===== src/rtl/adder_pkg.sv =====
// rtl/adder_pkg.sv - shared constants and helpers for the adder-family blocks
package adder_pkg;

    localparam int DEFAULT_WIDTH = 32;
    localparam int DEFAULT_WORDS = 4;

    function automatic int clog2(input int value);
        int result;
        int v;
        result = 0;
        v = value - 1;
        while (v > 0) begin
            result++;
            v = v >> 1;
        end
        return result;
    endfunction

    // A single-word operand still gets a 1-bit index so the counter port never collapses
    function automatic int idx_width(input int words);
        return (words > 1) ? clog2(words) : 1;
    endfunction

    localparam int DEFAULT_IDX_W = idx_width(DEFAULT_WORDS);

endpackage


===== src/rtl/para_adder.sv =====
// rtl/para_adder.sv - combinational WIDTH-bit adder with carry in and carry out
module para_adder
    import adder_pkg::*;
#(
    parameter int WIDTH = DEFAULT_WIDTH
) (
    input  logic [WIDTH-1:0] a,
    input  logic [WIDTH-1:0] b,
    input  logic             cin,
    output logic [WIDTH-1:0] sum,
    output logic             c_out
);

    assign {c_out, sum} = {1'b0, a} + {1'b0, b} + {{WIDTH{1'b0}}, cin};

endmodule


===== src/rtl/carry_chain_seq.sv =====
// rtl/carry_chain_seq.sv - multi-word add sequencer feeding one para_adder, LS word first
module carry_chain_seq
    import adder_pkg::*;
#(
    parameter int WIDTH = DEFAULT_WIDTH,
    parameter int WORDS = DEFAULT_WORDS
) (
    input  logic             clk,
    input  logic             rst,
    input  logic             s_valid,
    output logic             s_ready,
    input  logic [WIDTH-1:0] s_a,
    input  logic [WIDTH-1:0] s_b,
    input  logic             s_cin,
    output logic             m_valid,
    input  logic             m_ready,
    output logic [WIDTH-1:0] m_sum,
    output logic             m_last,
    output logic             m_cout
);

    localparam int IDX_W = idx_width(WORDS);
    localparam logic [IDX_W-1:0] LAST_IDX = IDX_W'(WORDS - 1);

    logic [IDX_W-1:0] idx;
    logic             carry_q;
    logic             is_first;
    logic             is_last;
    logic             accept;
    logic             consume;
    logic             add_cin;
    logic [WIDTH-1:0] add_sum;
    logic             add_cout;

    assign s_ready  = !m_valid || m_ready;
    assign accept   = s_valid && s_ready;
    assign consume  = m_valid && m_ready;
    assign is_first = (idx == '0);
    assign is_last  = (idx == LAST_IDX);
    // Word 0 takes the caller's carry; later words chain the registered carry
    assign add_cin  = is_first ? s_cin : carry_q;

    para_adder #(.WIDTH(WIDTH)) u_adder (
        .a     (s_a),
        .b     (s_b),
        .cin   (add_cin),
        .sum   (add_sum),
        .c_out (add_cout)
    );

    always_ff @(posedge clk) begin
        if (rst) begin
            m_valid <= 1'b0;
            m_sum   <= '0;
            m_last  <= 1'b0;
            m_cout  <= 1'b0;
            idx     <= '0;
            carry_q <= 1'b0;
        end else if (accept) begin
            m_valid <= 1'b1;
            m_sum   <= add_sum;
            m_last  <= is_last;
            m_cout  <= is_last & add_cout;
            // Clearing on the last word keeps carry from leaking into the next operand
            carry_q <= !is_last & add_cout;
            idx     <= is_last ? '0 : idx + IDX_W'(1);
        end else if (consume) begin
            m_valid <= 1'b0;
        end
    end

endmodule


===== config.mk =====
export PLATFORM = sky130hd
export DESIGN_NAME = carry_chain_seq
export DESIGN_NICKNAME = d
export VERILOG_FILES = /design/src/rtl/adder_pkg.sv /design/src/rtl/para_adder.sv /design/src/rtl/carry_chain_seq.sv
export SDC_FILE = /design/constraint.sdc
export NUM_CORES = 1
export LEC_CHECK = 0
export CORE_MARGIN = 3
export CORE_UTILIZATION = 41
export CTS_CLUSTER_SIZE = 8
export DETAILED_ROUTE_END_ITERATION = 16
export PLACE_DENSITY_LB_ADDON = 0.15
export SLEW_MARGIN = 20
export SYNTH_ARGS = -nofsm -noshare
export SYNTH_HDL_FRONTEND = slang
export SYNTH_SLANG_ARGS = --single-unit

===== constraint.sdc =====
create_clock -name clk -period 3.4 [get_ports clk]
set_input_delay 0.34 -clock clk [delete_from_list [all_inputs] [get_ports clk]]
set_output_delay 0.34 -clock clk [all_outputs]
set_load 0.01 [all_outputs]

After elaboration in Yosys (flattened, before gate mapping)
Cells that the tools add are included.
W data, S select, Z words.
{ "op_classes": {"add_sub_neg": 3, "multipliers": 0, "div_mod_pow": 0, "order_cmp": 0, "n_eq_ne": 1, "shifts": 0, "n_mux": 4, "bitwise": 2, "reduce_logical": 7} }
{ "ops": {"columns": ["op", "n"], "rows": [
  ["$add A32 B32 Y33", 1],
  ["$add A33 B1 Y33", 1],
  ["$mux W1", 3],
  ["$add A2 B1 Y2 const B", 1],
  ["$and A1 B1 Y1", 2],
  ["$eq A2 B2 Y1 const B", 1],
  ["$logic_and A1 B1 Y1", 2],
  ["$logic_not A1 Y1", 2],
  ["$logic_not A2 Y1", 1],
  ["$mux W2", 1],
  ["$reduce_bool A2 Y1", 1],
  ["$logic_or A1 B1 Y1", 1]
]} }
{ "word_totals": {"register_bits": 38, "latchBits": 0, "ramBits": 0, "romBits": 0, "in_bits": 69, "output_inout_bits": 36, "word_cells": 23, "memories": 0} }

Logic depth before layout (Yosys ltp)
Gate-level depths: netlist of the first run.
{ "depth": {"depth_word": 4, "depth_mapped": 13, "depth_no_buf": 13} }

Modules after synthesis
From an unflattened synthesis of the first run, not the netlist that was laid out.
{ "hier_totals": {"cells_unflattened": 425, "area_unflattened_um2": 3379.5} }
{ "by_module_without_submodules": {"columns": ["mod", "n_inst", "cells_per_inst", "area_per_inst_um2", "seq_area_each_um2"], "rows": [
  ["para_adder", 1, 245, 1739.2, 0.0],
  ["carry_chain_seq", 1, 180, 1640.3, 760.7]
]} }

Worst setup path after synthesis of the first run
OpenSTA, ideal clock, no wires.
{ "synth_path": {"path_type": "register -> register", "from": "register idx[0]", "to": "register m_sum[22]", "setup_ns": 0.062, "t_arrival_ns": 2.834, "required_ns": 3.338, "path_slack_ns": 0.504, "path_stages_with_launch": 14, "n_path_buf": 0, "synth_period_minus_slack_ns": 2.896, "path_cell_list": "dfxtp_1 -> inv_1 -> ha_1 -> mux2i_1 -> fa_1 -> fa_1 -> and2b_1 -> o21ai_2 -> a21oi_1 -> o211ai_2 -> a31oi_1 -> nor3_1 -> or4_1 -> nand3_1"} }
{ "synth_via": {"elab_chain_len": 3} }
{ "synth_rtl": {"columns": ["item", "line", "text"], "rows": [
  ["start, declared", "carry_chain_seq.sv:25", "logic [IDX_W-1:0] idx;"],
  ["start signal, assigned", "carry_chain_seq.sv:66", "idx <= is_last ? '0 : idx + IDX_W'(1);"],
  ["$logic_not A2 Y1", "carry_chain_seq.sv:38", "assign is_first = (idx == '0);"],
  ["$mux W1", "carry_chain_seq.sv:41", "assign add_cin = is_first ? s_cin : carry_q;"],
  ["$add A33 B1 Y33", "para_adder.sv:14", "assign {c_out, sum} = {1'b0, a} + {1'b0, b} + {{WIDTH{1'b0}}, cin};"],
  ["end signal, assigned", "carry_chain_seq.sv:61", "m_sum <= add_sum;"],
  ["end, declared", "carry_chain_seq.sv:17", "output logic [WIDTH-1:0] m_sum,"]
]} }
No other way between the ends.
A chain may end at the register's enable or synchronous reset.

Worst setup path after layout of the first run
{ "layout_path": {"from": "register idx[0]", "to": "register m_sum[14]"} }
Same word-level chain as after synthesis.

==> out/qor.csv, run 1 <==
stage;metric;value;unit
layout;Final Util;60.3;%
layout;layout cells sized above 1;6.30;%
cts;post-CTS resize count;0;
cts;Post CTS Setup Buffer Count;0;
cts;root buffer cell;clkbuf_8;
worst_setup_path;nature of the critical path startpoint;register;
drt;met2 WL;4.44;mm
place;DP HPWL;7.49;mm
worst_setup_path;CP required;3640;ps
worst_setup_path;Worst R2R Path Depth;13;
power;Power per Cell Area;345;mW/mm^2
sta;period utilization;91.5;%
worst_setup_path;Critical Path, Cell by Cell;inv_1 -> ha_1 -> mux2i_1 -> fa_1 -> fa_1 -> and2b_1 -> o21ai_2 -> a21oi_2 -> o211ai_2 -> a21boi_2 -> a21boi_0 -> or4_1 -> nand3_1;
cts;CTS Buf Count;5;
place;dpl cell area;0.00434;mm^2
synth;EDFF count, synth;0;
layout;most frequent cells in the layout;clkdlybuf4s50_1 (104), nand2_1 (58), a21oi_1 (39);
drt;DR pass1 iterations;4;
synth;largest cells by area after synthesis;dfxtp_1 (24%), ha_1 (13%), nand2_1 (6.8%), a21oi_1 (6.2%), nor2_1 (3.9%);
layout;antenna fix cells;0;
global_routing;vias in the first global route;3325;
sta;Final setup viols;0;
power;P_leak;1.83;nW
power;Max VDD drop;0.241;mV
sta;setup_tns;0;ps
floorplan;Std-Cell Rows;31;
drt;drt wl/cell;15.0;um
status;status;completed;
synth;post-synthesis adder-cell area fraction;14.1;%
worst_setup_path;CP max-delay cell;fa_1;
synth;Syn Nets;531;
synth;Synth Area in Simple Gates;24.6;%
sta;fin. max-slew vios;0;
hold_path;hold path start;m_sum[3]$_SDFFE_PP0P_;
worst_setup_path;WP buf/inv;1;
global_routing;first-pass GRT wire length;15.4;mm
floorplan;num ports;105;
layout;commonest non-fill, non-tap cell in the layout;clkdlybuf4s50_1;
cts;# hold bufs at CTS;0;
cts;CTS tree;yes;
worst_setup_path;FF-to-FF End;m_sum[14]$_SDFFE_PP0P_;
layout;post-layout instance area;0.00446;mm^2
synth;Distinct cells, synth;58;
floorplan;width of the die;94.5;um
drt;met1 WL;4.29;mm
drt;vias per cell;5.52;
place;Placement Setup Slack;47.5;ps
floorplan;die area;0.00893;mm^2
cts;clock sinks;38;
floorplan;area of the core;0.00741;mm^2
worst_setup_path;CP max stage delay;420;ps
cts;Worst-path clk slew;80;ps
global_routing;antenna violations before repair;0;
synth;Synth Area in XOR/XNOR;3.82;%
worst_setup_path;CP delay by family, top;adder cells;
sta;Final WS setup;288;ps
cts;H-tree depth;2;
drt;Via Count;3436;
drt;DR WL met3;512;um
sta;Worst Skew;4.88;ps
hold_path;Hold Path End;m_sum[3]$_SDFFE_PP0P_;
cts;Max clock buf depth;2;
sta;Final Hold Vio Count;0;
sta;Worst-Margin Slew;870;ps
synth;largest family of logic cells by synthesized area;compound AO/OA/AOI/OAI gates;
flow_run;max-cap viol count;0;
synth;Synth Area in Compound Gates;27.5;%
synth;Synth area leader;dfxtp_1;
drt;drt total wl;9.32;mm
drt;Initial DRC Count;126;
cts;Clock Latency Late Sink;300;ps
sta;hold slack;457;ps
sta;unrepaired setup endpoints after global routing;no;
synth;async set or reset register ratio after synthesis;0;%
global_routing;GRT overflow;0;
sta;FMAX;321;MHz
worst_setup_path;Critical Setup Path Class;reg2reg;
drt;Residual DRC;0;
synth;register bit count reported by yosys;38;
worst_setup_path;Critical Path Fanout Max;4;
worst_setup_path;Worst EP arrival;3360;ps
floorplan;Die H;94.5;um
layout;Nets;627;
synth;sequential fraction of the synthesis area;23.7;%
synth;number of synthesis warnings;0;
worst_setup_path;most used cell, CP;fa_1;
global_routing;largest net degree at the start of global routing;34;
worst_setup_path;CP Capture Type;register;
layout;final-layout fill cell count;715;
synth;post-synth top area share;23.7;%
hold_path;Worst Hold Depth;2;
synth;post-synthesis mux area share;0.974;%
synth;mapped cell area;0.00321;mm^2
hold_path;HP Class;reg2reg;
worst_setup_path;Reg2Reg Launch Point;idx[0]$_SDFFE_PP0P_;
place;I/O Buffers;104;
sta;Max transition margin;41.8;%
synth;Mapped Cells;427;
worst_setup_path;reg-to-reg setup timing slack;290;ps
drt;ANT nets after route;0;
synth;Post-Syn Area per Cell;7.52;um^2
synth;Top FF cell, synth;dfxtp_1;
place;GP Congestion;0.852;
global_routing;Total Routing Usage GR;21.3;%
sta;Tmin final;3110;ps
floorplan;Initial Utilization;43.3;%
drt;Top Metal Used;met4;
layout;area grow syn2layout;39.0;%
stage by stage:
step	power, W	cells
finish	0.00154	623
floorplan	0.000890	427
CTS	0.00155	623
global placement	0.00114	615
detailed placement	0.00115	615
global route	0.00163	623
logic make-up (layout without fill, tap and decap cells):
kind of cell / after synthesis / in the layout
buf+inv: 44 / 141
simple gates: 165 / 165
fa+ha+maj: 35 / 35
compound gates: 128 / 128
flops: 38 / 38
mux: 3 / 3
xor+xnor: 14 / 14
final cells by class:
| class | count | area, um^2 | area share (%) |
|---|---|---|---|
| clock inverter | 3 | 45.0 | 1.01 |
| sequential | 38 | 761 | 17.0 |
| clock buffer | 5 | 68.8 | 1.54 |
| multi-input combinational | 345 | 2290 | 51.3 |
| tap | 99 | 124 | 2.77 |
| inverter | 22 | 82.6 | 1.85 |
| timing repair buffer | 111 | 1090 | 24.5 |
cell usage after synthesis, types with 3 or more instances:
cell,instances
and3_1,3
o21ai_1,6
a211oi_1,3
inv_1,22
or4_1,4
nor3_1,9
nor2_1,33
nand3b_1,6
nand4b_1,3
nand4_1,8
o22ai_1,3
or3_1,6
clkbuf_1,17
a21oi_2,4
nand2b_1,3
o21a_1,4
a211o_1,3
dfxtp_1,38
a31oi_1,7
o21ai_0,16
xor2_1,8
xnor2_1,6
nor2b_1,4
nand3_1,20
a21oi_1,40
a21o_1,14
nand2_1,58
ha_1,33
and2_1,4
o21ai_2,3
worst reg2reg max path, cell delays in order (launching register included):
cell and delay [ps]:
dfxtp_1 380, inv_1 70, ha_1 210, mux2i_1 140, fa_1 420, fa_1 390
and2b_1 240, o21ai_2 70, a21oi_2 180, o211ai_2 170, a21boi_2 200, a21boi_0 120
or4_1 420, nand3_1 80
routing by layer:
layer  vias to the layer above  track usage, %
li1                       1740               -
met1                      1591            27.4
met2                        98            37.4
met3                         7            3.27
met4                         0            4.81
met5                         -               0
worst max path at each step:
stage                                   endpoint                 from  depth (start not counted)  slack (ps)
after global placement    m_sum[22]$_SDFFE_PP0P_               s_a[0]                         12         140
final                     m_sum[14]$_SDFFE_PP0P_  idx[0]$_SDFFE_PP0P_                         13         290
after floorplan           m_sum[22]$_SDFFE_PP0P_  idx[0]$_SDFFE_PP0P_                         13         500
after CTS                 m_sum[22]$_SDFFE_PP0P_  idx[0]$_SDFFE_PP0P_                         13         150
after global routing      m_sum[14]$_SDFFE_PP0P_  idx[0]$_SDFFE_PP0P_                         13          20
after detailed placement  m_sum[22]$_SDFFE_PP0P_               s_a[0]                         12          50
power breakdown:
group,internal [W],total [W],switching [W]
Sequential,0.000490,0.000516,0.0000261
Clock,0.000218,0.000399,0.000180
Combinational,0.000311,0.000626,0.000315
Total,0.00102,0.00154,0.000521
state kept, by name (all words and copies together) (netlist names):
name	count
m_sum	32
idx	2
carry_q	1
m_cout	1
m_last	1
m_valid	1
Power figures use the tool's default switching activity.
==> run 2: changes to the inputs <==
--- a/config.mk
+++ b/config.mk
@@ -10,6 +10,7 @@
 export CTS_CLUSTER_SIZE = 8
 export DETAILED_ROUTE_END_ITERATION = 16
 export PLACE_DENSITY_LB_ADDON = 0.15
+export SKIP_CTS_REPAIR_TIMING = 1
 export SLEW_MARGIN = 20
 export SYNTH_ARGS = -nofsm -noshare
 export SYNTH_HDL_FRONTEND = slang
==> results of run 2 <==
The final DEF is identical to that of run 1; final timing and power are the same.
